**config.mk**
```make
export PLATFORM = sky130hd
export DESIGN_NAME = hex_scan_driver_flat
export DESIGN_NICKNAME = d
export VERILOG_FILES = /design/src/rtl/hex_scan_driver_if.sv /design/src/rtl/hex_scan_driver.sv /design/src/flat_wrapper.sv
export SDC_FILE = /design/constraint.sdc
export NUM_CORES = 1
export LEC_CHECK = 0
export ABC_AREA = 1
export CORE_AREA = 2 2 65 67
export DETAILED_ROUTE_END_ITERATION = 16
export DIE_AREA = 0 0 67 69
export PLACE_DENSITY = 0.77
export SETUP_SLACK_MARGIN = 0.1
export SLEW_MARGIN = 15
export SYNTH_ARGS = -nofsm -noshare
export SYNTH_HDL_FRONTEND = slang
export SYNTH_SLANG_ARGS = --single-unit
```
**constraint.sdc**
```tcl
create_clock -name clk_i -period 3.7 [get_ports clk_i]
set_clock_uncertainty 0.05 [all_clocks]
set_input_delay 0.37 -clock clk_i [delete_from_list [all_inputs] [get_ports clk_i]]
set_output_delay 0.37 -clock clk_i [all_outputs]
set_load 0.03 [all_outputs]
```
**src/rtl/hex_scan_driver_if.sv**
```systemverilog
// Bus between the hex display controller and the scan driver: eight digit
// values plus enable mask toward the driver, segment/anode lines back out.
interface hex_scan_driver_if;
  logic [3:0] hex0_i;
  logic [3:0] hex1_i;
  logic [3:0] hex2_i;
  logic [3:0] hex3_i;
  logic [3:0] hex4_i;
  logic [3:0] hex5_i;
  logic [3:0] hex6_i;
  logic [3:0] hex7_i;
  logic [7:0] bitmask_i;
  logic [6:0] hex_led_o;
  logic [7:0] hex_sel_o;

  // Controller side: supplies digits and mask, observes display lines.
  modport master (
    output hex0_i, hex1_i, hex2_i, hex3_i,
    output hex4_i, hex5_i, hex6_i, hex7_i,
    output bitmask_i,
    input  hex_led_o, hex_sel_o
  );

  // Scan driver side: consumes digits and mask, drives display lines.
  modport slave (
    input  hex0_i, hex1_i, hex2_i, hex3_i,
    input  hex4_i, hex5_i, hex6_i, hex7_i,
    input  bitmask_i,
    output hex_led_o, hex_sel_o
  );
endinterface

```
**src/rtl/hex_scan_driver.sv**
```systemverilog
// Time-multiplexed scan driver for an eight-digit seven-segment display.
// Each digit owns a slot of DIGIT_CYCLES clocks; the first BLANK_CYCLES of a
// slot are dark to suppress ghosting. Segments and anodes are active-low and
// registered, so outputs lag the slot counters and inputs by one cycle.
module hex_scan_driver #(
  parameter int unsigned DIGIT_CYCLES = 1024,
  parameter int unsigned BLANK_CYCLES = 16
) (
  input  logic               clk_i,
  input  logic               rst_i,
  hex_scan_driver_if.slave   bus
);

  localparam int unsigned CNT_W = (DIGIT_CYCLES > 1) ? $clog2(DIGIT_CYCLES) : 1;
  localparam logic [CNT_W-1:0] CNT_LAST = CNT_W'(DIGIT_CYCLES - 1);

  logic [CNT_W-1:0] r_cnt;
  logic [2:0]       r_idx;
  logic [6:0]       r_led;
  logic [7:0]       r_sel;

  logic             w_blank;
  logic             w_lit;
  logic [3:0]       w_hex;
  logic [6:0]       w_seg;
  logic [7:0]       w_sel_nxt;
  logic [6:0]       w_led_nxt;

  // Blank window exists only when BLANK_CYCLES is non-zero; a zero-width
  // window would otherwise be an always-false unsigned compare.
  generate
    if (BLANK_CYCLES == 0) begin : g_noblank
      assign w_blank = 1'b0;
    end else begin : g_blank
      assign w_blank = (32'(r_cnt) < BLANK_CYCLES);
    end
  endgenerate

  // Select the digit value belonging to the current slot.
  always_comb begin
    w_hex = '0;
    case (r_idx)
      3'd0:    w_hex = bus.hex0_i;
      3'd1:    w_hex = bus.hex1_i;
      3'd2:    w_hex = bus.hex2_i;
      3'd3:    w_hex = bus.hex3_i;
      3'd4:    w_hex = bus.hex4_i;
      3'd5:    w_hex = bus.hex5_i;
      3'd6:    w_hex = bus.hex6_i;
      default: w_hex = bus.hex7_i;
    endcase
  end

  // Hex to active-low gfedcba segment pattern.
  always_comb begin
    w_seg = '1;
    case (w_hex)
      4'h0: w_seg = 7'h40;
      4'h1: w_seg = 7'h79;
      4'h2: w_seg = 7'h24;
      4'h3: w_seg = 7'h30;
      4'h4: w_seg = 7'h19;
      4'h5: w_seg = 7'h12;
      4'h6: w_seg = 7'h02;
      4'h7: w_seg = 7'h78;
      4'h8: w_seg = 7'h00;
      4'h9: w_seg = 7'h10;
      4'hA: w_seg = 7'h08;
      4'hB: w_seg = 7'h03;
      4'hC: w_seg = 7'h46;
      4'hD: w_seg = 7'h21;
      4'hE: w_seg = 7'h06;
      default: w_seg = 7'h0E;
    endcase
  end

  // Next output load: dark during blanking or for a masked digit, otherwise
  // exactly one anode low with its decoded segments.
  always_comb begin
    w_lit     = !w_blank && bus.bitmask_i[r_idx];
    w_sel_nxt = '1;
    w_led_nxt = '1;
    if (w_lit) begin
      w_sel_nxt = ~(8'b1 << r_idx);
      w_led_nxt = w_seg;
    end
  end

  // Slot counter and digit index; idx advances on the same edge cnt wraps.
  always_ff @(posedge clk_i) begin
    if (rst_i) begin
      r_cnt <= '0;
      r_idx <= '0;
    end else if (r_cnt == CNT_LAST) begin
      r_cnt <= '0;
      r_idx <= r_idx + 3'd1;
    end else begin
      r_cnt <= r_cnt + 1'b1;
    end
  end

  // Registered display outputs; reset forces everything dark.
  always_ff @(posedge clk_i) begin
    if (rst_i) begin
      r_sel <= '1;
      r_led <= '1;
    end else begin
      r_sel <= w_sel_nxt;
      r_led <= w_led_nxt;
    end
  end

  assign bus.hex_sel_o = r_sel;
  assign bus.hex_led_o = r_led;

endmodule

```
**src/flat_wrapper.sv**
```systemverilog
// flat-port wrapper written by rule: the top's interface ports become plain ports
module hex_scan_driver_flat 
#(
  parameter int unsigned DIGIT_CYCLES = 1024,
  parameter int unsigned BLANK_CYCLES = 16
)
  (clk_i, rst_i, bus_hex0_i, bus_hex1_i, bus_hex2_i, bus_hex3_i, bus_hex4_i, bus_hex5_i, bus_hex6_i, bus_hex7_i, bus_bitmask_i, bus_hex_led_o, bus_hex_sel_o);
  hex_scan_driver_if bus_i ();
  input  logic clk_i;
  input  logic rst_i;
  input wire logic [$bits(bus_i.hex0_i)-1:0] bus_hex0_i;
  input wire logic [$bits(bus_i.hex1_i)-1:0] bus_hex1_i;
  input wire logic [$bits(bus_i.hex2_i)-1:0] bus_hex2_i;
  input wire logic [$bits(bus_i.hex3_i)-1:0] bus_hex3_i;
  input wire logic [$bits(bus_i.hex4_i)-1:0] bus_hex4_i;
  input wire logic [$bits(bus_i.hex5_i)-1:0] bus_hex5_i;
  input wire logic [$bits(bus_i.hex6_i)-1:0] bus_hex6_i;
  input wire logic [$bits(bus_i.hex7_i)-1:0] bus_hex7_i;
  input wire logic [$bits(bus_i.bitmask_i)-1:0] bus_bitmask_i;
  output wire logic [$bits(bus_i.hex_led_o)-1:0] bus_hex_led_o;
  output wire logic [$bits(bus_i.hex_sel_o)-1:0] bus_hex_sel_o;
  assign bus_i.hex0_i = bus_hex0_i;
  assign bus_i.hex1_i = bus_hex1_i;
  assign bus_i.hex2_i = bus_hex2_i;
  assign bus_i.hex3_i = bus_hex3_i;
  assign bus_i.hex4_i = bus_hex4_i;
  assign bus_i.hex5_i = bus_hex5_i;
  assign bus_i.hex6_i = bus_hex6_i;
  assign bus_i.hex7_i = bus_hex7_i;
  assign bus_i.bitmask_i = bus_bitmask_i;
  assign bus_hex_led_o = bus_i.hex_led_o;
  assign bus_hex_sel_o = bus_i.hex_sel_o;
  hex_scan_driver #(.DIGIT_CYCLES(DIGIT_CYCLES), .BLANK_CYCLES(BLANK_CYCLES)) u_core (.clk_i(clk_i), .rst_i(rst_i), .bus(bus_i));
endmodule
```
# After elaboration in Yosys (flattened, before gate mapping)
# Memory sizes are Yosys's and may differ from the RTL's. A register that Yosys moved wholly into a read port is not among the register bits.
# Index checks and enable logic that the tools add are counted.
# word_totals
register_bits	21
mem_bits_ro	112
inputBits	42
output_inout_bits	15
wordCells	26
memories	1
# op_classes
addsub	2
n_lt_le_gt_ge	2
n_eq_ne	7
shift	1
mux	3
bitwise	2
reduce_logical	5
# memory_table
memory	words	width	read_ports	rd_clocked_by_memory_dff	write_ports	line_no	source
(no name shown)	16	7	1	1	0	hex_scan_driver.sv:57	case (w_hex)
# op_table
op	n
case mux 4 bit (7 select lines)	1
adder 10 x 1 -> 10 bit (second input constant)	1
== test 10 bit (second input constant)	1
less-than comparator 10 x 5 -> 1 bit (second input constant)	1
== test 3 bit (second input constant)	3
inverter 8 bit	1
left shift 1 x 3 -> 8 bit (first input constant)	1
== test 3 x 2 -> 1 bit (second input constant)	2
less-than comparator 3 x 4 -> 1 bit (second input constant)	1
OR reduction 2 bit	2
adder 3 x 1 -> 3 bit (second input constant)	1
binary-select mux 1 bit (select 3 bit)	1
== test 3 x 1 -> 1 bit (second input constant)	1
zero test 3 bit	1
logical AND 1 bit	1
zero test 1 bit	1
2-to-1 mux 1 bit	1
inverter 1 bit	1

# Depth between registers and ports, before layout
# Gate-level depths: netlist of the first run.
# logic_depth
word_depth	5
ltp_mapped	16
depth_no_buf	15

# Worst setup path after synthesis of the first run
# No wires, ideal clock.
# synth_timing
kind	reg2reg
start	register u_core.r_idx[0]
end	register u_core.r_led[0] (netlist: u_core.bus.hex_led_o[0])
t_arrival_ns	2.029
slack_ns	1.500
path_stages_with_launch	13
path_buffers	0
synth_period_minus_slack_ns	2.200
path_cell_list	dfxtp_1 ha_1 ha_1 nor2_1 nand2_1 or2_2 nand2_1 inv_1 ha_1 inv_1 nand4_1 nand3_1 nand3_1
# synth_via
elab_chain_cells	5
# synth_rtl
item	line_no	source
from (decl)	hex_scan_driver.sv:18	logic [2:0] r_idx;
from (signal assigned)	hex_scan_driver.sv:96	r_idx <= r_idx + 3'd1;
binary-select mux 1 bit (select 3 bit)	hex_scan_driver.sv:80	w_lit = !w_blank && bus.bitmask_i[r_idx];
2-to-1 mux 1 bit (not written as such)	hex_scan_driver.sv:80	
logical AND 1 bit	hex_scan_driver.sv:80	
inverter 1 bit (no source line)	--	
OR reduction 2 bit (no source line)	--	
to (decl)	hex_scan_driver.sv:19	logic [6:0] r_led;
# Parallel ways exist; a longest one is shown, timed or not. The select of a mux whose other input is x is not followed.
# A chain may end at the register's enable or synchronous reset.

# Worst setup path after layout of the first run
# layout_timing
start	register u_core.r_idx[2]
end	register u_core.r_led[0] (netlist: u_core.bus.hex_led_o[0])
# Same word-level chain as after synthesis.

==> out/summary.txt, run 1 <==
Cells after Synth = 260
CTS Buf Count = 3
Kind of critical path = reg2reg
Post-synth cell types = 26
Syn avg cell area = 6.54 um2
Outcome = finished clean
Post-route ant nets = 0
Initial drt markers = 96
CP endpoint kind = flip-flop
Post-synthesis sequential element count = 28
Slew Limit Fails = 0
Die Y = 69 um
Fin cells = 366
Max cap viols = 0
Drt drc = 0
Synth Cell Area = 0.00170 mm2
Final setup vio count = 0
Row count = 23
CP Max Fanout = 16
Share of the synthesized area in the top cell type = 33.0%
H-tree depth = 1
Power Dens Cells = 267 mW/mm2
RePlAce Congestion = 0.977
DP HPWL = 3.27 mm
Root Buffer = clkbuf_8
Cell taking the most area after synthesis = dfxtp_1
Post-CTS Setup Bufs = 0
CTS tree = yes
Placed Instances = 362
Commonest non-fill, non-tap cell in the layout = nand2_1
Fin crit period = 2.73 ns
Cts repair resizes = 0
Core Util, Final = 60.5%
Clock buffer depth = 2
Synth warn = 0
Slew HR = 64.9%
Port Buf Inserts = 56
Final Net Count = 372
Initial antenna violation count = 0
Leak = 1.10 nW
Drt total wl = 4.06 mm
Die ar. = 0.00462 mm2
Clock sink count = 28
Detailed-route via count = 1746
WP data required = 3.81 ns
Met2 WL = 1.69 mm
Layout cells sized above 1 = 7.28%
Hold Crit Class = reg2reg
Crit-path cells = inv_2 > ha_1 > nor2_1 > nand2_1 > or2_2 > nand2_1 > inv_1 > ha_1 > inv_1 > nand4_1 > nand3_1 > nand3_1
Routed wl met3 = 300 um
Most frequent cells in the layout = 93 x nand2_1, 56 x clkdlybuf4s50_1, 33 x nor2_1, 28 x nand3_1, 28 x dfxtp_1
# IOs = 57
Worst-Margin Slew = 0.525 ns
Drt pass-1 iters = 4
Synthesized Nets = 315
Vias per Instance = 4.77
Design Power = 0.631 mW
Hold slack = 0.408 ns
Core area = 0.00391 mm2
Avg WL per Cell = 11.1 um
DR top layer = met4
FMAX = 366 MHz
Clock latency on the worst-skew pair = 0.27 ns
Effective utilization at floorplan = 43.4%
Sequential area share after synthesis = 33.0%
Worst path max stage delay = 0.66 ns
Met1 wire length = 2.04 mm
Area Overhead vs Synth = 39.1%
CP max-delay cell = dfxtp_1
Number of global-route vias before repair = 1604
Arr. time, crit path = 2.85 ns
Largest net degree at the start of global routing = 17
Hold_buf cts = 0
Die Wd = 67 um
Final period util = 73.9%
Crit start category = flip-flop
Clock-pin slew on the worst setup and hold paths = 0.10 ns
Setup TNS = 0 ns
RSZ-0062 raised after global routing = false
Final hold viol count = 0
Grt total ovfl = 0
Antenna diodes = 0
VDD IR-drop max = 0.235 mV
Global-route wire length before repair = 6.96 mm
Fillers = 373
GRT Resource Usage Total = 18.7%
Largest cells by area after synthesis = dfxtp_1 33%, nand2_1 21%, ha_1 9.6%
-- cell families after synthesis --
family / count (synthesis) / synth area share [%]
buffers and inverters: 33 / 8.09
and+or+nand+nor: 173 / 44.5
adders and majority gates: 13 / 9.57
AOI/OAI and AO/OA: 9 / 2.80
DFF: 28 / 33.0
xor gates and xnor gates: 4 / 2.06
-- synthesized netlist by cell type --
cell type	n
o21ai_0	1
nand2_2	2
nand3_4	1
nand3_2	1
nor2_4	2
dfxtp_1	28
nand2_1	93
o21ai_1	1
xnor2_1	1
nor3_1	1
ha_1	13
or2_0	1
a21oi_1	6
nand3_1	28
buf_2	2
o211ai_1	1
buf_4	1
nand3b_1	1
nand4_1	4
xor2_1	3
nor2_1	33
nor2_2	4
inv_1	22
or2_2	2
buf_6	1
inv_2	7
-- final cells by class --
class | instances | area (um2) | area share (%)
multi-input cells | 199 | 1000 | 42.4
repair buffers | 56 | 561 | 23.7
well taps | 50 | 62.6 | 2.64
clock buffers | 3 | 41.3 | 1.75
clock inverters | 1 | 30.0 | 1.27
flip-flops and latches | 28 | 561 | 23.7
inverters | 29 | 109 | 4.60
-- sequential cells by signal (all words and copies together) (netlist names) --
signal,flops
u_core.bus.hex_sel_o,8
u_core.r_idx,3
u_core.r_cnt,10
u_core.bus.hex_led_o,7
-- final timing paths --
kind                                      from                                  to  slack, ns  cells past startpoint
hold reg to reg     u_core.r_cnt[0]$_SDFF_PP0_          u_core.r_cnt[0]$_SDFF_PP0_       0.41                      1
hold / removal      u_core.r_cnt[0]$_SDFF_PP0_          u_core.r_cnt[0]$_SDFF_PP0_       0.41                      1
setup / recovery  u_core.r_idx[2]$_SDFFE_PP0P_  u_core.bus.hex_led_o[0]$_SDFF_PP1_       0.97                     12
setup reg to reg  u_core.r_idx[2]$_SDFFE_PP0P_  u_core.bus.hex_led_o[0]$_SDFF_PP1_       0.97                     12
-- critical path: cells and delay by family (launching register included) --
family / cells / cell delay, ns
adder cells (fa/ha/maj): 2 / 0.55
buffers and inverters: 3 / 0.35
flip-flops: 1 / 0.66
AND/OR/NAND/NOR: 7 / 1.01
-- per-stage QoR --
step           setup WS, ns  cell area, um2
6_report              0.967            2370
5_1_grt               0.714            2370
4_1_cts               0.977            2370
3_5_place_dp           1.00            2290
3_3_place_gp           1.19            2290
2_1_floorplan          1.50            1700
-- power breakdown --
| part | internal (mW) | switching [mW] |
|---|---|---|
| sequential | 0.304 | 0.00182 |
| combinational | 0.0512 | 0.0334 |
| clock | 0.145 | 0.0962 |
-- layer usage --
layer / vias to the layer above / global-route usage, %
met5: - / 0
met1: 762 / 27.4
met3: 2 / 2.77
met2: 65 / 28.3
met4: 0 / 4.99
li1: 917 / -
No activity file was read; power rests on OpenSTA's default activity.
==> inputs of run 2 (changes only) <==
==> constraint.sdc (replaced) <==
create_clock -name clk_i -period 2.84 [get_ports clk_i]
set_clock_uncertainty 0.05 [all_clocks]
set_input_delay 0.284 -clock clk_i [delete_from_list [all_inputs] [get_ports clk_i]]
set_output_delay 0.284 -clock clk_i [all_outputs]
set_load 0.03 [all_outputs]
==> run 2 against run 1 <==
  * Final cell count increased by 0.27%
  * Critical path type unchanged
  * Combinational power increased by 30%
  * Via count increased by 0.69%
  * Count of clock-buffer cells in the layout unchanged
  * Die area unchanged
  * Worst setup slack got worse by 0.61 ns
  * Largest cell class unchanged
  * Sequential cell count unchanged
  * Clock power increased by 31%
==> out/summary.txt, run 2 (synthesis results as in run 1) <==
Outcome = finished clean
Final period util = 87.4%
Grt total ovfl = 0
FF-to-FF End = u_core.bus.hex_led_o[3]$_SDFF_PP1_
Post-CTS Setup Bufs = 0
GRT Resource Usage Total = 18.5%
Worst r2r src = u_core.r_idx[1]$_SDFFE_PP0P_
Hold EP = u_core.r_cnt[0]$_SDFF_PP0_
Vias per Instance = 4.79
Clock sink count = 28
CTS Buf Count = 3
Max cap viols = 0
Port Buf Inserts = 56
Row count = 23
Final setup vio count = 0
Post-route ant nets = 0
RePlAce Congestion = 0.995
Power Dens Cells = 347 mW/mm2
Die Wd = 67 um
Drt total wl = 4.07 mm
Root Buffer = clkbuf_8
Die Y = 69 um
Core area = 0.00391 mm2
Most frequent cells in the layout = 93 x nand2_1, 56 x clkdlybuf4s50_1, 33 x nor2_1, 28 x nand3_1, 27 x dfxtp_1
Slew HR = 76.8%
VDD IR-drop max = 0.190 mV
Cell area after layout = 0.00237 mm2
Arr. time, crit path = 2.60 ns
Initial drt markers = 66
Drt drc = 0
DR top layer = met4
Worst r2r path cells = 12
Effective utilization at floorplan = 43.4%
R2r setup slk = 0.36 ns
CP Max Fanout = 8
H-tree depth = 1
Detailed-route via count = 1758
Hold Path Depth = 1
Final hold viol count = 0
Setup TNS = 0 ns
Worst-Margin Slew = 0.347 ns
Placement Cell Area = 0.00230 mm2
Max reg flops = 10
Commonest non-fill, non-tap cell in the layout = nand2_1
RSZ-0062 raised after global routing = false
Area Overhead vs Synth = 39.7%
Kind of critical path = reg2reg
Hold Crit Class = reg2reg
CTS tree = yes
Fin crit period = 2.48 ns
Met2 WL = 1.69 mm
Final Net Count = 373
Leak = 1.10 nW
Clock-pin slew on the worst setup and hold paths = 0.10 ns
Number of global-route vias before repair = 1594
Slew Limit Fails = 0
Routed wl met3 = 301 um
CP endpoint kind = flip-flop
Die ar. = 0.00462 mm2
Largest Register = u_core.r_cnt
Clock latency on the worst-skew pair = 0.27 ns
Layout cells sized above 1 = 7.89%
Met1 wire length = 2.02 mm
Avg WL per Cell = 11.1 um
Drt pass-1 iters = 4
Initial antenna violation count = 0
Crit start category = flip-flop
DP HPWL = 3.23 mm
FMAX = 403 MHz
WP data required = 2.96 ns
Antenna diodes = 0
Global-route wire length before repair = 6.88 mm
# IOs = 57
Hold path start = u_core.r_cnt[0]$_SDFF_PP0_
Largest net degree at the start of global routing = 17
Clock buffer depth = 2
-- run 2: changes by cell type in the layout (fill, tap and decap cells not counted) --
cell / previous run / this run
dfxtp_2: 0 / 1
dfxtp_1: 28 / 27
buf_4: 0 / 1
-- run 2: layer usage --
| metal | global-route usage (%) | vias to the layer above |
|---|---|---|
| met5 | 0 | - |
| met4 | 6.12 | 0 |
| met3 | 3.10 | 6 |
| met2 | 28.3 | 69 |
| met1 | 26.1 | 765 |
| li1 | - | 918 |
-- run 2: worst max-delay path, stage by stage (launching register included) --
cell	delay, ns
dfxtp_1	0.44
inv_1	0.13
ha_1	0.32
nor2_1	0.12
nand2_1	0.16
or2_2	0.31
nand2_1	0.18
inv_1	0.12
ha_1	0.22
nand2_1	0.11
nand3_1	0.09
nand2_1	0.08
nand2_1	0.05
-- run 2: how the worst max path moves through the flow --
stage	end	depth (start not counted)	slack, ns	start
after detailed placement	u_core.bus.hex_led_o[0]$_SDFF_PP1_	12	0.37	u_core.r_idx[0]$_SDFFE_PP0P_
after global placement	u_core.bus.hex_led_o[0]$_SDFF_PP1_	12	0.51	u_core.r_idx[0]$_SDFFE_PP0P_
after floorplan	u_core.bus.hex_led_o[0]$_SDFF_PP1_	12	0.64	u_core.r_idx[0]$_SDFFE_PP0P_
after global routing	u_core.bus.hex_led_o[0]$_SDFF_PP1_	14	0.14	u_core.r_idx[1]$_SDFFE_PP0P_
final	u_core.bus.hex_led_o[3]$_SDFF_PP1_	12	0.36	u_core.r_idx[1]$_SDFFE_PP0P_
after CTS	u_core.bus.hex_led_o[0]$_SDFF_PP1_	12	0.35	u_core.r_idx[0]$_SDFFE_PP0P_
-- run 2: metrics by stage --
stage	instances	hold WS (ns)	utilization (%)	total power, mW	worst slack, ns
5_1_grt	367	0.445	60.7	0.859	0.136
2_1_floorplan	260	0.303	-	0.450	0.640
6_report	367	0.415	60.7	0.825	0.359
3_5_place_dp	363	0.397	58.8	0.516	0.370
4_1_cts	367	0.419	60.6	0.834	0.350
3_3_place_gp	363	0.377	58.8	0.516	0.513
-- run 2: where the power goes --
group | switching (mW) | internal [mW] | leakage, nW
Sequential | 0.00251 | 0.396 | 0.227
Combinational | 0.0434 | 0.0666 | 0.841
Clock | 0.127 | 0.189 | 0.0357
Total | 0.173 | 0.651 | 1.10
-- run 2: final cells by class --
type	count	area, um2
sequential	28	562
fill	368	1540
timing repair buffer	57	568
clock inverter	1	30.0
multi-input combinational	199	1000
clock buffer	3	41.3
inverter	29	109
tap	50	62.6
-- run 2: timing repair --
item	in CTS	in global routing
endpoints found under the setup margin	0	4
gates resized for setup	0	1
hold buffers	0	0
hold endpoints to repair	0	0
